**config.mk**
```make
export PLATFORM = sky130hd
export DESIGN_NAME = seq_mag_comparator
export DESIGN_NICKNAME = d
export VERILOG_FILES = /design/src/rtl/seq_mag_comparator_pkg.sv /design/src/rtl/seq_mag_comparator_cmp_chunk.sv /design/src/rtl/seq_mag_comparator.sv
export SDC_FILE = /design/constraint.sdc
export NUM_CORES = 1
export LEC_CHECK = 0
export CORE_ASPECT_RATIO = 1.75
export CORE_MARGIN = 5
export CORE_UTILIZATION = 49
export DETAILED_ROUTE_END_ITERATION = 8
export PLACE_DENSITY_LB_ADDON = 0.25
export SKIP_CTS_REPAIR_TIMING = 1
export SLEW_MARGIN = 20
export SYNTH_ARGS = -nofsm -noshare
export SYNTH_HDL_FRONTEND = slang
export SYNTH_SLANG_ARGS = --single-unit
export TNS_END_PERCENT = 20
```
**constraint.sdc**
```tcl
create_clock -name clk -period 2.49 [get_ports clk]
set_clock_uncertainty 0.2 [all_clocks]
set_input_delay 0.747 -clock clk [delete_from_list [all_inputs] [get_ports clk]]
set_output_delay 0.747 -clock clk [all_outputs]
set_load 0.03 [all_outputs]
```
**src/rtl/seq_mag_comparator_pkg.sv**
```systemverilog
// -----------------------------------------------------------------------------
// seq_cmp_pkg
// Shared types and helpers for the sequential magnitude comparator.
//   state_t      : comparator FSM states (IDLE, RUN)
//   CMP_*        : 2-bit slice verdict encoding
//   num_chunks() : ceiling of width/chunk, the number of slices per operand
// -----------------------------------------------------------------------------
package seq_cmp_pkg;

    typedef enum logic {
        IDLE = 1'b0,
        RUN  = 1'b1
    } state_t;

    localparam logic [1:0] CMP_EQ = 2'b00;
    localparam logic [1:0] CMP_GT = 2'b01;
    localparam logic [1:0] CMP_LT = 2'b10;

    function automatic int num_chunks(input int width, input int chunk);
        return (width + chunk - 1) / chunk;
    endfunction

endpackage

```
**src/rtl/seq_mag_comparator_cmp_chunk.sv**
```systemverilog
// -----------------------------------------------------------------------------
// cmp_chunk
// Combinational unsigned comparator for one CHUNK-bit slice.
// Ports:
//   a, b    : slice operands (unsigned)
//   verdict : CMP_GT / CMP_LT / CMP_EQ
// -----------------------------------------------------------------------------
module cmp_chunk
    import seq_cmp_pkg::*;
#(
    parameter int CHUNK = 3
) (
    input  logic [CHUNK-1:0] a,
    input  logic [CHUNK-1:0] b,
    output logic [1:0]       verdict
);

    always_comb begin
        verdict = CMP_EQ;
        if (a > b) begin
            verdict = CMP_GT;
        end else if (a < b) begin
            verdict = CMP_LT;
        end
    end

endmodule

```
**src/rtl/seq_mag_comparator.sv**
```systemverilog
// -----------------------------------------------------------------------------
// seq_mag_comparator
// Multi-cycle magnitude comparator: compares two WIDTH-bit operands one
// CHUNK-bit slice per clock, most significant slice first, in unsigned or
// two's-complement mode, with a start/busy/done handshake.
//
// Ports:
//   clk, rst_n         : clock, asynchronous active-low reset
//   start              : request, sampled only while busy = 0
//   signed_mode, A, B  : operands and mode, sampled with start
//   busy               : compare in progress
//   done               : one-cycle pulse when a new result is valid
//   A_gt_B/A_eq_B/A_lt_B : one-hot result, held until the next done
//
// Build option SEQ_CMP_EARLY_EXIT_EN:
//   defined   - finish on the first differing slice (latency 1..NUM_CHUNKS)
//   undefined - always walk every slice (latency fixed at NUM_CHUNKS); the
//               first differing slice's verdict is kept in a sticky register
// -----------------------------------------------------------------------------
module seq_mag_comparator
    import seq_cmp_pkg::*;
#(
    parameter int WIDTH = 8,
    parameter int CHUNK = 3
) (
    input  logic             clk,
    input  logic             rst_n,
    input  logic             start,
    input  logic             signed_mode,
    input  logic [WIDTH-1:0] A,
    input  logic [WIDTH-1:0] B,
    output logic             busy,
    output logic             done,
    output logic             A_gt_B,
    output logic             A_eq_B,
    output logic             A_lt_B
);

    localparam int NUM_CHUNKS = num_chunks(WIDTH, CHUNK);
    localparam int EXT_W      = NUM_CHUNKS * CHUNK;
    localparam int IDX_W      = (NUM_CHUNKS > 1) ? $clog2(NUM_CHUNKS) : 1;
    localparam logic [IDX_W-1:0] IDX_TOP = IDX_W'(NUM_CHUNKS - 1);

    state_t           state;
    state_t           state_nxt;
    logic [EXT_W-1:0] a_ext;
    logic [EXT_W-1:0] b_ext;
    logic [EXT_W-1:0] a_op;
    logic [EXT_W-1:0] b_op;
    logic [IDX_W-1:0] idx;
    logic [CHUNK-1:0] a_slice;
    logic [CHUNK-1:0] b_slice;
    logic [1:0]       slice_verdict;
    logic [1:0]       final_verdict;
    logic             finish;
    logic             accept;
`ifndef SEQ_CMP_EARLY_EXIT_EN
    logic             decided;
    logic [1:0]       decided_verdict;
`endif

    assign accept = (state == IDLE) && start;
    assign busy   = (state == RUN);

    // Zero-extend to a whole number of slices. In signed mode flipping the
    // sign bit maps two's complement onto offset binary, so every slice can
    // then be compared as unsigned.
    always_comb begin
        a_ext = EXT_W'(A);
        b_ext = EXT_W'(B);
        if (signed_mode) begin
            a_ext[WIDTH-1] = ~A[WIDTH-1];
            b_ext[WIDTH-1] = ~B[WIDTH-1];
        end
    end

    always_comb begin
        a_slice = '0;
        b_slice = '0;
        for (int i = 0; i < NUM_CHUNKS; i++) begin
            if (idx == IDX_W'(i)) begin
                a_slice = a_op[i*CHUNK +: CHUNK];
                b_slice = b_op[i*CHUNK +: CHUNK];
            end
        end
    end

    cmp_chunk #(
        .CHUNK (CHUNK)
    ) u_cmp_chunk (
        .a       (a_slice),
        .b       (b_slice),
        .verdict (slice_verdict)
    );

    always_comb begin
        state_nxt     = state;
        finish        = 1'b0;
        final_verdict = slice_verdict;
        case (state)
            IDLE: begin
                if (start) begin
                    state_nxt = RUN;
                end
            end
            RUN: begin
`ifdef SEQ_CMP_EARLY_EXIT_EN
                if ((slice_verdict != CMP_EQ) || (idx == '0)) begin
                    finish    = 1'b1;
                    state_nxt = IDLE;
                end
`else
                // A higher slice already decided the outcome; lower slices
                // only run out the fixed latency.
                if (decided) begin
                    final_verdict = decided_verdict;
                end
                if (idx == '0) begin
                    finish    = 1'b1;
                    state_nxt = IDLE;
                end
`endif
            end
            default: state_nxt = IDLE;
        endcase
    end

    always_ff @(posedge clk or negedge rst_n) begin
        if (!rst_n) begin
            state <= IDLE;
        end else begin
            state <= state_nxt;
        end
    end

    always_ff @(posedge clk or negedge rst_n) begin
        if (!rst_n) begin
            idx             <= '0;
            done            <= 1'b0;
            A_gt_B          <= 1'b0;
            A_eq_B          <= 1'b0;
            A_lt_B          <= 1'b0;
`ifndef SEQ_CMP_EARLY_EXIT_EN
            decided         <= 1'b0;
            decided_verdict <= CMP_EQ;
`endif
        end else begin
            done <= finish;
            if (accept) begin
                idx     <= IDX_TOP;
`ifndef SEQ_CMP_EARLY_EXIT_EN
                decided <= 1'b0;
`endif
            end else if (state == RUN) begin
                idx <= idx - 1'b1;
`ifndef SEQ_CMP_EARLY_EXIT_EN
                if (!decided && (slice_verdict != CMP_EQ)) begin
                    decided         <= 1'b1;
                    decided_verdict <= slice_verdict;
                end
`endif
            end
            if (finish) begin
                A_gt_B <= (final_verdict == CMP_GT);
                A_eq_B <= (final_verdict == CMP_EQ);
                A_lt_B <= (final_verdict == CMP_LT);
            end
        end
    end

    // Operand slices are pure data; they are only meaningful once loaded.
    always_ff @(posedge clk) begin
        if (accept) begin
            a_op <= a_ext;
            b_op <= b_ext;
        end
    end

endmodule

```
Word-level counts from Yosys, hierarchy flattened
Cells that the tools add are included.
{ "totals": {"mem_bits_ro": 0, "latch_bits": 0, "reg_bits": 26, "elab_cells": 53, "ramBits": 0, "output_inout_bits": 5, "mem_count": 0, "inputBits": 20} }
{ "op_classes": {"bitwise": 4, "order_cmp": 2, "add_sub_neg": 1, "n_mul": 0, "eq_ne": 4, "div_mod_pow": 0, "n_shift": 0, "mux": 22, "n_reduce_logical": 10} }
{ "op_table": {"columns": ["op", "n"], "rows": [
  ["$mux W3", 6],
  ["$mux W2", 6],
  ["$mux W1", 9],
  ["$reduce_bool A2 Y1", 3],
  ["$eq A2 B1 Y1 const B", 2],
  ["$eq A2 B2 Y1 const B", 2],
  ["$logic_not A2 Y1", 2],
  ["$not A1 Y1", 4],
  ["$gt A3 B3 Y1", 1],
  ["$lt A3 B3 Y1", 1],
  ["$reduce_and A3 Y1", 1],
  ["$logic_and A1 B1 Y1", 2],
  ["$pmux W1 S2", 1],
  ["$reduce_and A2 Y1", 1],
  ["$sub A2 B1 Y2 const B", 1],
  ["$logic_not A1 Y1", 1]
]} }

Logic depth before layout (Yosys ltp)
Gate-level depths: netlist of run 1.
{ "logic_depth": {"word_depth": 12, "mapped_depth": 9, "depth_no_buf": 9} }

Cells and area by module
From an unflattened synthesis of run 1, not the netlist that was laid out.
{ "hier_totals": {"cells_unflattened": 92, "hier_area_um2": 1181.1} }
{ "modules_own_cells": {"columns": ["module", "n_inst", "area_each_um2", "cells_each", "seq_area_each_um2"], "rows": [
  ["seq_mag_comparator", 1, 1098.6, 81, 730.7],
  ["cmp_chunk", 1, 82.6, 11, 0.0]
]} }

Worst setup path before layout of run 1
No wires, ideal clock.
{ "synth_path": {"path_kind": "reg2reg", "start": "register idx[0]", "end": "register decided", "required_time_ps": 2169, "arrival_ps": 1982, "setup_time_ps": 121, "period_less_slack_ps": 2303, "path_buffers": 0, "path_stages_with_launch": 10, "path_slack_ps": 187, "path_cell_list": "dfrtp_1 -> inv_1 -> ha_1 -> nor2b_2 -> a221o_1 -> o21ai_0 -> ha_1 -> and3_1 -> o311ai_0 -> a22o_2"} }
{ "synth_via": {"elab_chain_cells": 11, "elab_cells_between_ends": 17, "cone_classes": "order compare (2); eq/ne (2); mux (8); reduce/logical (5)"} }
{ "synth_rtl": {"columns": ["item", "line_no", "rtl"], "rows": [
  ["start, declared", "seq_mag_comparator.sv:50", "logic [IDX_W-1:0] idx;"],
  ["start signal, assigned", "seq_mag_comparator.sv:155", "idx <= idx - 1'b1;"],
  ["$logic_not A2 Y1", "seq_mag_comparator.sv:81", "if (idx == IDX_W'(i)) begin"],
  ["$mux W3 (3 in a row)", "seq_mag_comparator.sv:81", null],
  ["$lt A3 B3 Y1", "seq_mag_comparator_cmp_chunk.sv:22", "end else if (a < b) begin"],
  ["$mux W2", "seq_mag_comparator_cmp_chunk.sv:22", null],
  ["$mux W2 *", "seq_mag_comparator_cmp_chunk.sv:20", "if (a > b) begin"],
  ["$reduce_bool A2 Y1 *", "seq_mag_comparator.sv:157", "if (!decided && (slice_verdict != CMP_EQ)) begin"],
  ["$logic_and A1 B1 Y1 *", "seq_mag_comparator.sv:157", null],
  ["$reduce_bool A2 Y1 (no source line) *", null, null],
  ["$reduce_and A2 Y1 (no source line) *", null, null],
  ["end signal, assigned", "seq_mag_comparator.sv:144", "decided <= 1'b0;"],
  ["end signal, assigned", "seq_mag_comparator.sv:152", "decided <= 1'b0;"],
  ["end signal, assigned", "seq_mag_comparator.sv:158", "decided <= 1'b1;"],
  ["end, declared", "seq_mag_comparator.sv:58", "logic decided;"]
]} }
Mark *: on every way between the ends. The rest lies on a longest branch, timed or not.
A chain may end at the register's enable or synchronous reset.

Worst setup path after layout of run 1
{ "layout_path": {"start": "register idx[0]", "end": "register decided_verdict[1]"} }
{ "layout_via": {"elab_chain_cells": 10, "elab_cells_between_ends": 16, "cone_classes": "order compare (2); eq/ne (2); mux (8); reduce/logical (4)"} }
{ "layout_rtl": {"columns": ["item", "line_no", "rtl"], "rows": [
  ["$logic_not A2 Y1", "seq_mag_comparator.sv:81", null],
  ["$mux W3 (3 in a row)", "seq_mag_comparator.sv:81", null],
  ["$lt A3 B3 Y1", "seq_mag_comparator_cmp_chunk.sv:22", null],
  ["$mux W2", "seq_mag_comparator_cmp_chunk.sv:22", null],
  ["$mux W2 *", "seq_mag_comparator_cmp_chunk.sv:20", null],
  ["$reduce_bool A2 Y1", "seq_mag_comparator.sv:157", null],
  ["$logic_and A1 B1 Y1", "seq_mag_comparator.sv:157", null],
  ["$reduce_and A3 Y1 (no source line)", null, null],
  ["end signal, assigned", "seq_mag_comparator.sv:159", "decided_verdict <= slice_verdict;"],
  ["end, declared", "seq_mag_comparator.sv:59", "logic [1:0] decided_verdict;"]
]} }
Marks and branches as above.

==> impl_metrics.toml, run 1 <==
[sta]
slew_viol_final = 0
worst_slack_ns = 0.1647
rsz0062_at_grt = "false"
finalCritPeriodShare_pct = 93.39
tns_ns = 0
max_slew_margin_pct = 69.21
setup_viol = 0
fmax_ghz = 0.4301
worst_pin_slew_ns = 0.4604
period_minus_slack_ns = 2.325
hold_viol_final = 0

[place]
dp_hpwl_um = 1790
place_congestion = 0.8429
portBuffers = 24
dp_slack_ns = -0.04273

[drt]
postRouteWirelength_um = 2186
drc = 0
vias_per_cell = 5.683
drt_iter0_markers = 26
ant_nets = 0
wl_per_cell_um = 15.73
dr.pass1.iters = 4
vias = 790

[finish]
nets = 141
final_util_pct = 65.88
drive_gt1_share_pct = 14.04
antenna_cells = 0
area_growth_pct = 29.41

[run_status]
status = "finished clean"

[setup_path]
endpoint_kind = "register"
crit_start = "idx[0]"
cp-start-kind = "register"
crit_type = "reg -> reg"
crit_arrival_ns = 2.26
reg2reg_from = "idx[0]"
cp_max_fo = 6
critPathRequiredTime_ns = 2.42

[clocking]
cts_num_sinks = 26
cts_buffers = 3
clk_pin_slew_ns = 0.08
cts_tree = "done"
h-tree-depth = 1
cts_root_buf = "clkbuf_8"
clk_path_buf_depth = 2
clk_latency_ns = 0.26

[run]
cap_violations = 0

[logic_synthesis]
seq_area_frac_synth_pct = 63.14
synth-compound-area-share_pct = 14.27
avgSynthCellArea_um2 = 13.78
synth_xor_area_share_pct = 1.514
yosysWarnings = 0
synth-seq-cells = 26
syn_area_mm2 = 0.001157
synth_top_family_by_area = "compound AO/OA/AOI/OAI gates"
synth-simple-area-share_pct = 8.000
synth_fa_ha_area_share_pct = 6.486
synth_nets = 110
synth_cell_types = 32
synthMuxAreaShare_pct = 3.135
syn-instance-count = 84

[global_routing]
grt_pass1_wl_um = 3429
gr-total-overflow = 0
use_met3_pct = 3.632
grt.busiest_layer = "met2"
antenna_found_initial = 0
grt_pass1_vias = 834
met2_usage_pct = 25.92
grt_max_degree = 17
grt.total_usage_pct = 14.29
grt_util_met1_pct = 13.23

[floorplanning]
fp.dieH_um = 74.29
initial_utilization_pct = 50.91
die_area_mm2 = 0.003472
core_mm2 = 0.002273
die_x_um = 46.74
io_pins = 25
rows = 23

[min_path]
holdCritStartpoint = "A_lt_B"
hold_class = "reg -> reg"

[power]
power.density_mw_per_mm2 = 1170
p_leak_nw = 0.6042
ir_drop_uv = 706.3
[sequential cells by signal, summed over array words and instances (netlist names)]
signal and cells:
A_eq_B 1, A_gt_B 1, idx 2, decided_verdict 2, a_op 8, A_lt_B 1, done 1, busy 1
b_op 8, decided 1
[through the flow]
stage	hold slack (ns)	instance area, µm²	std cells	power (W)
2_1_floorplan	0.2514	1157	84	0.001219
3_3_place_gp	0.2992	1440	135	0.001432
3_5_place_dp	0.3192	1440	135	0.001478
4_1_cts	0.3387	1485	139	0.001709
5_1_grt	0.3682	1498	139	0.001878
6_report	0.3262	1498	139	0.001753
[worst max-delay path, stage by stage, from the launching register on]
cell and delay [ns]:
dfrtp_1 0.41, inv_1 0.10, ha_1 0.19, nor2b_4 0.22
a22oi_1 0.08, o21ai_0 0.25, ha_1 0.29, and3_4 0.19
o21ai_0 0.16, o21ai_0 0.11
[cell usage in the layout, fill, tap and decap left out, drive strengths merged]
| cell | synthesis | layout |
|---|---|---|
| nor2b | 1 | 1 |
| edfxtp | 16 | 16 |
| clkinv | 0 | 1 |
| o311ai | 1 | 1 |
| a221o | 2 | 2 |
| dfrtp | 10 | 10 |
| nand2 | 5 | 5 |
| mux2i | 1 | 1 |
| a21o | 1 | 1 |
| o31ai | 1 | 1 |
| nor3 | 2 | 2 |
| mux2 | 2 | 2 |
| ha | 6 | 6 |
| buf | 1 | 3 |
| inv | 7 | 7 |
| o21ai | 7 | 7 |
| clkbuf | 0 | 3 |
| and3b | 1 | 1 |
| a22o | 2 | 2 |
| a2bb2oi | 1 | 1 |
| o31a | 1 | 1 |
| nor2 | 4 | 4 |
| xor2 | 2 | 2 |
| a22oi | 4 | 4 |
| clkdlybuf4s50 | 0 | 24 |
| nand2b | 1 | 1 |
| a21oi | 2 | 2 |
| and4b | 1 | 1 |
| o22a | 1 | 1 |
| and3 | 1 | 1 |
[layout make-up]
type | instances | area, µm²
clock buffer | 3 | 41.29
clock inverter | 1 | 3.754
fill | 175 | 775.7
inverter | 7 | 28.78
multi-input combinational | 50 | 399.1
sequential | 26 | 730.7
tap | 25 | 31.28
timing repair buffer | 27 | 262.8
[final timing paths]
check,to,slack [ns],depth (start not counted)
worst max-delay path,decided_verdict[1],0.16,9
worst min-delay path,A_lt_B,0.33,2
worst max register to register,decided_verdict[1],0.16,9
worst min register to register,A_lt_B,0.33,2
max in group asynchronous,A_lt_B,1.18,1
min in group asynchronous,A_gt_B,0.59,1
[power breakdown]
group / total, W / internal (W) / leakage, nW / switching (W)
combinational: 0.000861 / 0.000399 / 0.316 / 0.000462
sequential: 0.000659 / 0.000586 / 0.265 / 0.0000726
clock: 0.000233 / 0.000110 / 0.0231 / 0.000122
[cells in the mapped netlist (all sizes together)]
master	instances	area, µm²
mux2	2	26.27
dfrtp	10	250.2
and3b	1	8.760
nor2	4	15.01
a2bb2oi	1	8.760
nand2	5	26.27
and3	1	6.260
nor2b	1	8.760
o31a	1	10.01
o22a	1	8.760
o31ai	1	7.510
inv	7	28.78
a221o	2	20.02
a21oi	2	10.01
buf	1	11.26
edfxtp	16	480.5
ha	6	75.07
nand2b	1	6.260
o311ai	1	8.760
and4b	1	11.26
xor2	2	17.52
nor3	2	10.01
a22o	2	18.77
a22oi	4	30.03
a21o	1	7.510
mux2i	1	10.01
o21ai	7	35.03
[routing by layer]
metal / vias up / part of all wire (%)
met2: 29 / 59
met1: 376 / 32
met5: - / 0
li1: 377 / -
met3: 8 / 6.0
met4: 0 / 3.8
[kinds of logic after synthesis]
family	Yosys count
xor gates and xnor gates	2
DFF	26
AOI/OAI and AO/OA	23
buffers and inverters	8
and+or+nand+nor	16
adders and majority gates	6
muxes	3
(Power assumes the default switching activity.)
==> run 2, diff against run 1 <==
TNS_END_PERCENT = default   (was 20)
==> results of run 2 <==
Final layout, timing and power as in run 1 (identical DEF).
